**src/rtl/uart_word_loader.sv**
```systemverilog
// uart_word_loader: byte-to-word program loader fed directly by a UART receiver.
// Frame: CNT_LO, CNT_HI (16-bit word count N), then 4*N data bytes, LSB first per word.
// Each assembled word is written to BASE_ADDR + index, wrapping modulo 2^ADDR_WIDTH.
// Optional feature: define UART_LOADER_CHECKSUM_EN to add a trailing XOR byte over the
// data bytes. A mismatch raises the sticky o_load_err flag together with o_load_done.
// With the macro undefined there is no checksum state and o_load_err is tied low.
module uart_word_loader #(
  parameter int unsigned ADDR_WIDTH = 10,
  parameter int unsigned BASE_ADDR  = 0
) (
  input  logic                  i_clk,
  input  logic                  i_rst_n,
  input  logic [7:0]            i_byte_in,
  input  logic                  i_byte_valid,
  output logic [ADDR_WIDTH-1:0] o_mem_addr,
  output logic [31:0]           o_mem_wdata,
  output logic                  o_mem_we,
  output logic                  o_busy,
  output logic                  o_load_done,
  output logic                  o_load_err
);

  localparam logic [ADDR_WIDTH-1:0] BaseAddr = ADDR_WIDTH'(BASE_ADDR);
  localparam logic [ADDR_WIDTH-1:0] AddrOne  = ADDR_WIDTH'(1);

`ifdef UART_LOADER_CHECKSUM_EN
  typedef enum logic [1:0] {StCntL, StCntH, StData, StCsum} state_e;
`else
  typedef enum logic [1:0] {StCntL, StCntH, StData} state_e;
`endif

  state_e                r_state;
  logic [15:0]           r_cnt;        // word count N of the current frame
  logic [15:0]           r_word_idx;   // index of the word being assembled
  logic [1:0]            r_byte_idx;   // byte lane within the current word
  logic [23:0]           r_lanes;      // lower three bytes of the word in progress
  logic [ADDR_WIDTH-1:0] r_next_addr;  // address the next completed word goes to
  logic [ADDR_WIDTH-1:0] r_mem_addr;
  logic [31:0]           r_mem_wdata;
  logic                  r_mem_we;
  logic                  r_busy;
  logic                  r_load_done;
`ifdef UART_LOADER_CHECKSUM_EN
  logic [7:0]            r_xor;        // running XOR of data bytes only
  logic                  r_load_err;
`endif

  logic [15:0] w_cnt_full;
  logic        w_last_word;

  // Full count as it will be once CNT_HI is taken, and last-word detection in DATA
  always_comb begin
    w_cnt_full  = {i_byte_in, r_cnt[7:0]};
    w_last_word = (r_word_idx == (r_cnt - 16'd1));
  end

  // Frame parser FSM with registered memory-write and status outputs
  always_ff @(posedge i_clk) begin
    if (!i_rst_n) begin
      r_state     <= StCntL;
      r_cnt       <= 16'd0;
      r_word_idx  <= 16'd0;
      r_byte_idx  <= 2'd0;
      r_lanes     <= 24'd0;
      r_next_addr <= BaseAddr;
      r_mem_addr  <= '0;
      r_mem_wdata <= 32'd0;
      r_mem_we    <= 1'b0;
      r_busy      <= 1'b0;
      r_load_done <= 1'b0;
`ifdef UART_LOADER_CHECKSUM_EN
      r_xor       <= 8'd0;
      r_load_err  <= 1'b0;
`endif
    end else begin
      // Strobes default low; they pulse for exactly one cycle
      r_mem_we    <= 1'b0;
      r_load_done <= 1'b0;
      if (i_byte_valid) begin
        case (r_state)
          StCntL: begin
            r_cnt       <= {8'h00, i_byte_in};
            r_word_idx  <= 16'd0;
            r_byte_idx  <= 2'd0;
            r_next_addr <= BaseAddr;
            r_busy      <= 1'b1;
            r_state     <= StCntH;
`ifdef UART_LOADER_CHECKSUM_EN
            r_xor       <= 8'd0;
            r_load_err  <= 1'b0;
`endif
          end
          StCntH: begin
            r_cnt[15:8] <= i_byte_in;
            if (w_cnt_full == 16'd0) begin
`ifdef UART_LOADER_CHECKSUM_EN
              r_state     <= StCsum;
`else
              r_load_done <= 1'b1;
              r_busy      <= 1'b0;
              r_state     <= StCntL;
`endif
            end else begin
              r_state <= StData;
            end
          end
          StData: begin
            r_byte_idx <= r_byte_idx + 2'd1;
`ifdef UART_LOADER_CHECKSUM_EN
            r_xor      <= r_xor ^ i_byte_in;
`endif
            case (r_byte_idx)
              2'd0: r_lanes[7:0]   <= i_byte_in;
              2'd1: r_lanes[15:8]  <= i_byte_in;
              2'd2: r_lanes[23:16] <= i_byte_in;
              default: begin
                // Fourth byte completes the word: write it out this edge
                r_mem_we    <= 1'b1;
                r_mem_addr  <= r_next_addr;
                r_mem_wdata <= {i_byte_in, r_lanes};
                r_next_addr <= r_next_addr + AddrOne;
                r_word_idx  <= r_word_idx + 16'd1;
                if (w_last_word) begin
`ifdef UART_LOADER_CHECKSUM_EN
                  r_state     <= StCsum;
`else
                  r_load_done <= 1'b1;
                  r_busy      <= 1'b0;
                  r_state     <= StCntL;
`endif
                end
              end
            endcase
          end
`ifdef UART_LOADER_CHECKSUM_EN
          StCsum: begin
            r_load_err  <= (i_byte_in != r_xor);
            r_load_done <= 1'b1;
            r_busy      <= 1'b0;
            r_state     <= StCntL;
          end
`endif
          default: r_state <= StCntL;
        endcase
      end
    end
  end

  // Drive ports straight from registers
  always_comb begin
    o_mem_addr  = r_mem_addr;
    o_mem_wdata = r_mem_wdata;
    o_mem_we    = r_mem_we;
    o_busy      = r_busy;
    o_load_done = r_load_done;
`ifdef UART_LOADER_CHECKSUM_EN
    o_load_err  = r_load_err;
`else
    o_load_err  = 1'b0;
`endif
  end

endmodule
```
**config.mk**
```make
export PLATFORM = sky130hd
export DESIGN_NAME = uart_word_loader
export DESIGN_NICKNAME = d
export VERILOG_FILES = /design/src/rtl/uart_word_loader.sv
export SDC_FILE = /design/constraint.sdc
export NUM_CORES = 1
export LEC_CHECK = 0
export BUFFER_PORTS_ARGS = -buffer_cell sky130_fd_sc_hd__buf_2
export CORE_ASPECT_RATIO = 1.4
export CORE_MARGIN = 3
export CORE_UTILIZATION = 58
export CTS_BUF_LIST = sky130_fd_sc_hd__clkbuf_16
export DETAILED_ROUTE_END_ITERATION = 8
export PLACE_DENSITY = 0.77
export SYNTH_ARGS = -nofsm -noshare
export SYNTH_HDL_FRONTEND = slang
export SYNTH_SLANG_ARGS = --single-unit
export TNS_END_PERCENT = 5
```
**constraint.sdc**
```tcl
create_clock -name i_clk -period 2.6 [get_ports i_clk]
set_input_delay 0.13 -clock i_clk [delete_from_list [all_inputs] [get_ports i_clk]]
set_output_delay 0.13 -clock i_clk [all_outputs]
set_load 0.005 [all_outputs]
```
==> summary.txt, run 1 <==
Synth
  • Avg Cell Area, Syn: 8.53 µm²
  • Post-synth ARST share: 0
  • Net count after synthesis: 636
  • Syn. warnings: 0
  • Seq cells post-synth: 115
  • Synth cell types: 57
  • Post-Synthesis Cells: 614
  • Post-Syn Area: 5240 µm²
  • Top_reg_cell synth: dfxtp_1
  • Register area share after synthesis: 0.439
  • Count of flip-flops with a built-in enable after synthesis: 0

Clock tree
  • # H-tree levels: 4
  • Clk slew on worst S/H paths: 0.05 ns
  • CTS tree: built
  • # clock sinks: 115
  • CTS Buf Count: 17
  • Worst-case clock buffer depth: 2
  • Hold buffer count at CTS: 0
  • Worst skew pair latency: 0.41 ns
  • Clock root cell: clkbuf_16

Worst setup path
  • Crit path kind: reg -> reg
  • Critical path's largest stage delay: 0.35 ns
  • Worst Path Buf+Inv: 2
  • CP max-delay cell: dfxtp_2
  • Critical Path AT: 2.80 ns
  • Setup crit start kind: flop
  • CP Max Fanout: 7
  • Largest delay share family, worst path: compound AO/OA/AOI/OAI gates
  • Worst-path cell chain: inv_1 -> ha_2 -> nor3b_4 -> buf_4 -> nand4b_1 -> a211o_1 -> nand3_1 -> o2111ai_2 -> a21boi_2 -> mux2i_1
  • Setup crit end kind: flop
  • Req. time, crit path: 2.93 ns

Detailed routing
  • Antenna-violating nets left: 0
  • Initial DRC Count: 172
  • First-pass iteration count of the detailed router: 4
  • DR vias/cell: 5.68
  • DR WL met3: 593 µm
  • Routed Wire Length: 12100 µm
  • Metal-1 WL: 5030 µm
  • Drt wl/cell: 15.4 µm
  • Drt drc: 0
  • Routed met2 length: 6220 µm
  • DR vias: 4454
  • Uppermost routed layer: met4

Pwr
  • VDD IR max: 0.472 mV
  • Power per cell area: 698 nW/µm²
  • Leak pwr: 2.29 nW

Finish
  • Area delta synth->final: 17.2%
  • Final core occ: 0.705
  • Commonest cells after routing, fill and taps aside: nand2_1, dfxtp_1, a21boi_0, buf_2, nand3_1
  • Antenna diode count: 0
  • Final #Nets: 688
  • Post-layout instance area: 6140 µm²
  • Share of layout cells above drive strength 1: 0.162
  • Most common cell after layout, fill and taps aside: nand2_1

Min path
  • Hold WC Path Type: in -> reg

STA
  • Slew @ Worst Pin: 0.655 ns
  • Final Setup Violations: 0
  • Post-layout minimum cycle time: 2.48 ns
  • Final hold violation count: 0
  • Fin. max-slew vios: 0
  • Layout Skew: 0.00596 ns
  • Worst Setup Slack, final: 0.123 ns
  • Max transition margin: 0.564
  • WHS: 0.0730 ns
  • Fin Setup TNS: 0 ns
  • Crit share post-route: 0.953
  • FMAX: 404 MHz

Placement
  • Hpwl dp: 8220 µm
  • Placement Cell Area: 5580 µm²
  • Place WS: -0.0235 ns
  • RePlAce Congestion: 0.920
  • Port Buffers: 55

Global route
  • Vias in the first global route: 4440
  • Largest net degree at the start of global routing: 42
  • GRT Total Usage: 0.252
  • Initial antenna violation count: 0
  • Total grt overflow: 0
  • Global-route wire length before repair: 20700 µm

Floorplanning
  • Die span in x: 86.3 µm
  • Rows: 40
  • Core ar.: 8710 µm²
  • Die area: 10200 µm²
  • Initial Utilization: 0.602
  • Ports: 57
  • DIE HEIGHT: 118 µm

Run status
  • Outcome: completed

Run
  • Max-cap violations: 0
cell families after synthesis:
| kind of cell | share of synthesized area |
|---|---|
| AO/OA/AOI/OAI | 0.182 |
| XOR/XNOR | 0.0468 |
| adder cells (fa/ha/maj) | 0.0263 |
| buffers and inverters | 0.0413 |
| flip-flops | 0.439 |
| multiplexers | 0.00764 |
| other | 0.000716 |
| AND/OR/NAND/NOR | 0.255 |
report_power, final:
part,internal [mW],switching [mW],total (mW)
logic,0.143,0.198,0.341
clock network,1.29,0.826,2.12
registers,1.79,0.0361,1.82
total,3.22,1.06,4.28
synth_stat cells (2+ instances only):
cell type | instances | share of area
and3_1 | 6 | 0.0072
nor2_1 | 24 | 0.017
inv_1 | 12 | 0.0086
nand4_1 | 12 | 0.014
ha_1 | 11 | 0.026
a22oi_1 | 9 | 0.013
nand2b_1 | 3 | 0.0036
a31oi_1 | 2 | 0.0024
nor4_1 | 2 | 0.0024
nand2_1 | 138 | 0.099
nor3_1 | 4 | 0.0038
xnor2_1 | 11 | 0.018
nor4b_1 | 2 | 0.0033
clkbuf_1 | 27 | 0.019
buf_2 | 3 | 0.0029
xor2_1 | 17 | 0.028
mux2i_1 | 4 | 0.0076
buf_6 | 3 | 0.0064
nor4_4 | 2 | 0.0081
o211a_1 | 3 | 0.0057
o21a_1 | 2 | 0.0029
and2_1 | 5 | 0.0060
nor2b_1 | 12 | 0.014
nand3_1 | 41 | 0.039
a21oi_1 | 16 | 0.015
dfxtp_1 | 115 | 0.44
a21boi_0 | 75 | 0.11
or3_1 | 11 | 0.013
o21ai_0 | 14 | 0.013
layout make-up:
type / instances / area (µm²)
clock buffer: 17 / 425
clock inverter: 15 / 119
fill: 712 / 2570
inverter: 12 / 45.0
multi-input combinational: 452 / 2730
sequential: 115 / 2300
tap: 105 / 131
timing repair buffer: 68 / 385
layer usage:
metal / vias up / track usage
met2: 99 / 0.438
met4: 0 / 0.0975
met1: 2119 / 0.290
met5: - / 0
met3: 23 / 0.0656
li1: 2213 / -
state kept, by name, summed over array words and instances, names as in the netlist:
register and flops:
o_busy 1, o_load_done 1, o_mem_addr 10, o_mem_wdata 32, o_mem_we 1, r_byte_idx 2
r_cnt 16, r_lanes 24, r_next_addr 10, r_state 2, r_word_idx 16
path summary, 6_finish.rpt:
check,slack (ns),end,start,depth (start not counted)
worst min register to register,0.46,o_mem_wdata[22]$_SDFFE_PN0P_,o_mem_wdata[22]$_SDFFE_PN0P_,2
worst min-delay path,0.07,o_mem_wdata[31]$_SDFFE_PN0P_,i_byte_in[7],3
worst max register to register,0.12,r_state[1]$_SDFFE_PN0P_,r_cnt[0]$_SDFFE_PN0P_,10
worst max-delay path,0.12,r_state[1]$_SDFFE_PN0P_,r_cnt[0]$_SDFFE_PN0P_,10
per-stage QoR:
step / std cells / power (mW)
after detailed placement: 751 / 2.19
after CTS: 783 / 4.30
after floorplan: 614 / 2.10
after global placement: 751 / 2.17
final: 784 / 4.28
after global routing: 784 / 4.43
worst min-delay path: stages:
cell and delay [ns]:
buf_2 0.17, nand2_1 0.07, a21boi_0 0.06
repair_timing:
action | 4_1_cts | 5_1_grt
endpoints found under the setup margin | 2 | 3
gates resized for setup | 1 | 3
setup buffers | 0 | 1
pin swaps | 0 | 3
Power figures use the tool's default switching activity.
==> run 2: changes to the inputs <==
--- a/config.mk
+++ b/config.mk
@@ -8,4 +8,5 @@
 export BUFFER_PORTS_ARGS = -buffer_cell sky130_fd_sc_hd__buf_2
+export CAP_MARGIN = 20
 export CORE_ASPECT_RATIO = 1.4
-export CORE_MARGIN = 3
+export CORE_MARGIN = 5
 export CORE_UTILIZATION = 58
==> constraint.sdc (replaced) <==
create_clock -name i_clk -period 2.6 [get_ports i_clk]
set_input_delay 0.26 -clock i_clk [delete_from_list [all_inputs] [get_ports i_clk]]
set_output_delay 0.26 -clock i_clk [all_outputs]
set_load 0.005 [all_outputs]
==> run 2 against run 1 <==
Net effect: clock skew rose by 0.0028 ns; via count rose by 1.5%; maximum frequency rose by 3.1%; hold slack improved by 0.13 ns; first-iteration DRC count rose by 23%; worst setup slack improved by 0.074 ns; global-route usage fell by 2.5 points; critical path depth fell by 1; critical path type unchanged; critical endpoint unchanged; largest cell class unchanged.
==> summary.txt, run 2 (same netlist as run 1, synthesis figures left out) <==
Min path
  • Hold Path Origin: i_byte_in[4]
  • Hold WC Path Type: in -> reg
  • Hold endpoint: o_mem_wdata[28]$_SDFFE_PN0P_
  • WHS Path Cells: 3 (unchanged)

Worst setup path
  • Setup crit end kind: flop
  • R2R Path Start: r_cnt[0]$_SDFFE_PN0P_
  • Crit Reg-Reg Endpoint: r_state[1]$_SDFFE_PN0P_
  • Worst reg2reg path depth: 9 (-1)
  • Crit path kind: reg -> reg
  • Critical Path AT: 2.73 ns (-0.07 ns)
  • Req. time, crit path: 2.93 ns (about the same)
  • CP Max Fanout: 7 (unchanged)
  • Reg2Reg Setup Slack: 0.20 ns (+0.07 ns)
  • Crit. Startpoint: r_cnt[0]$_SDFFE_PN0P_
  • Setup crit start kind: flop

Placement
  • RePlAce Congestion: 0.894 (-2.9%)
  • Port Buffers: 55 (unchanged)
  • Placement Cell Area: 5570 µm² (-0.22%)
  • Hpwl dp: 8090 µm (-1.6%)

STA
  • WHS: 0.207 ns (+0.134 ns)
  • FMAX: 416 MHz (+3.1%)
  • RSZ-0062 raised after global routing: false
  • Final hold violation count: 0 (unchanged)
  • Max transition margin: 0.633 (+0.0695)
  • Slew @ Worst Pin: 0.547 ns (-0.108 ns)
  • Post-layout minimum cycle time: 2.40 ns (-0.0741 ns)
  • Layout Skew: 0.00873 ns (+0.00277 ns)
  • Fin. max-slew vios: 0 (unchanged)
  • Final Setup Violations: 0 (unchanged)
  • Fin Setup TNS: 0 ns (unchanged)
  • Crit share post-route: 0.924 (-0.0285)

Clock tree
  • # clock sinks: 115 (unchanged)
  • Hold buffer count at CTS: 0 (unchanged)
  • # H-tree levels: 4 (unchanged)
  • Clk slew on worst S/H paths: 0.05 ns (about the same)
  • CTS tree: built
  • Clock root cell: clkbuf_16
  • Worst skew pair latency: 0.41 ns (about the same)
  • Worst-case clock buffer depth: 2 (unchanged)
  • CTS Buf Count: 17 (unchanged)

Global route
  • Initial antenna violation count: 0 (unchanged)
  • Total grt overflow: 0 (unchanged)
  • Vias in the first global route: 4405 (-0.79%)
  • Largest net degree at the start of global routing: 78 (+86%)
  • GRT Total Usage: 0.227 (-0.0254)
  • Global-route wire length before repair: 20400 µm (-1.4%)

Finish
  • Register cell area after layout: 2300 µm² (unchanged)
  • Max FFs per register: 32 (unchanged)
  • Area delta synth->final: 17.6%
  • Post-layout instance area: 6160 µm² (+0.35%)
  • Most common cell after layout, fill and taps aside: nand2_1
  • Commonest cells after routing, fill and taps aside: nand2_1, dfxtp_1, a21boi_0, buf_2, nand3_1
  • Antenna diode count: 0 (unchanged)
  • Multi-input gate area: 2760 µm² (+1.2%)
  • Share of layout cells above drive strength 1: 0.161 (-0.000999)
  • Final #Nets: 686 (-0.29%)
  • Final-layout fill cell count: 717 (+0.70%)

Run
  • Max-cap violations: 0 (unchanged)

Floorplanning
  • Die span in x: 90.3 µm (+4.6%)
  • Ports: 57 (unchanged)
  • DIE HEIGHT: 122 µm (+3.4%)
  • Core ar.: 8930 µm² (+2.5%)
  • Die area: 11100 µm² (+8.2%)
  • Rows: 41 (+2.5%)
  • Initial Utilization: 0.587 (-0.0147)

Detailed routing
  • Routed Wire Length: 12300 µm (+1.4%)
  • First-pass iteration count of the detailed router: 4 (unchanged)
  • Initial DRC Count: 212 (+23%)
  • DR vias: 4520 (+1.5%)
  • DR vias/cell: 5.77 (+1.5%)
  • Drt wl/cell: 15.6 µm (+1.4%)
  • Antenna-violating nets left: 0 (unchanged)
  • Drt drc: 0 (unchanged)

Pwr
  • Pwr Total: 4.28 mW (-0.18%)
  • VDD IR max: 0.566 mV (+20%)
  • Leak pwr: 2.30 nW (+0.34%)
  • Power per cell area: 694 nW/µm² (-0.53%)

Run status
  • Outcome: completed
## run 2: what timing repair did
action / 4_1_cts / 5_1_grt
gates resized for setup: 0 / 8
endpoints found under the setup margin: 0 / 3
endpoints found under the hold margin: 0 / 0
buffers inserted: 0 / 1
## run 2: layout make-up
type | count | area share
clock buffer | 17 | 0.0690
inverter | 12 | 0.00731
tap | 107 | 0.0217
sequential | 115 | 0.374
clock inverter | 15 | 0.0195
timing repair buffer | 66 | 0.0601
multi-input combinational | 452 | 0.448
## run 2: power breakdown
part           internal [mW]  switching (mW)  leakage, nW  total [mW]
combinational          0.145           0.207         1.11       0.353
clock                   1.30           0.804        0.261        2.10
sequential              1.79          0.0348        0.929        1.82
## run 2: stage by stage
stage | worst slack, ns | util | cells
after floorplan | 0.348 | - | 614
after global placement | 0.168 | 0.623 | 751
after detailed placement | 0.0210 | 0.623 | 751
after CTS | 0.00669 | 0.685 | 783
after global routing | 0.0285 | 0.690 | 784
final | 0.197 | 0.690 | 784
## run 2: worst max-delay path, stage by stage, from the launching register on
cell and delay [ns]:
dfxtp_2 0.35, inv_1 0.10, ha_4 0.16, nor3b_4 0.32, and3_1 0.22, o2111ai_2 0.14
a2111oi_4 0.36, o2111ai_2 0.22, a21boi_2 0.24, mux2i_1 0.21
## run 2: layer usage
metal,up-vias,share of wire,GRT usage
met5,-,0,0
met3,34,0.065,0.0656
met2,137,0.52,0.401
met4,0,0.030,0.108
li1,2208,-,-
met1,2141,0.39,0.251
## run 2: how the worst max path moves through the flow
stage / slack (ns) / depth (start not counted) / endpoint
after floorplan: 0.35 / 9 / r_state[0]$_SDFFE_PN0P_
after global placement: 0.17 / 9 / r_state[1]$_SDFFE_PN0P_
after detailed placement: 0.02 / 9 / r_state[1]$_SDFFE_PN0P_
after CTS: 0.007 / 9 / r_state[1]$_SDFFE_PN0P_
after global routing: 0.03 / 9 / r_state[1]$_SDFFE_PN0P_
final: 0.20 / 9 / r_state[1]$_SDFFE_PN0P_
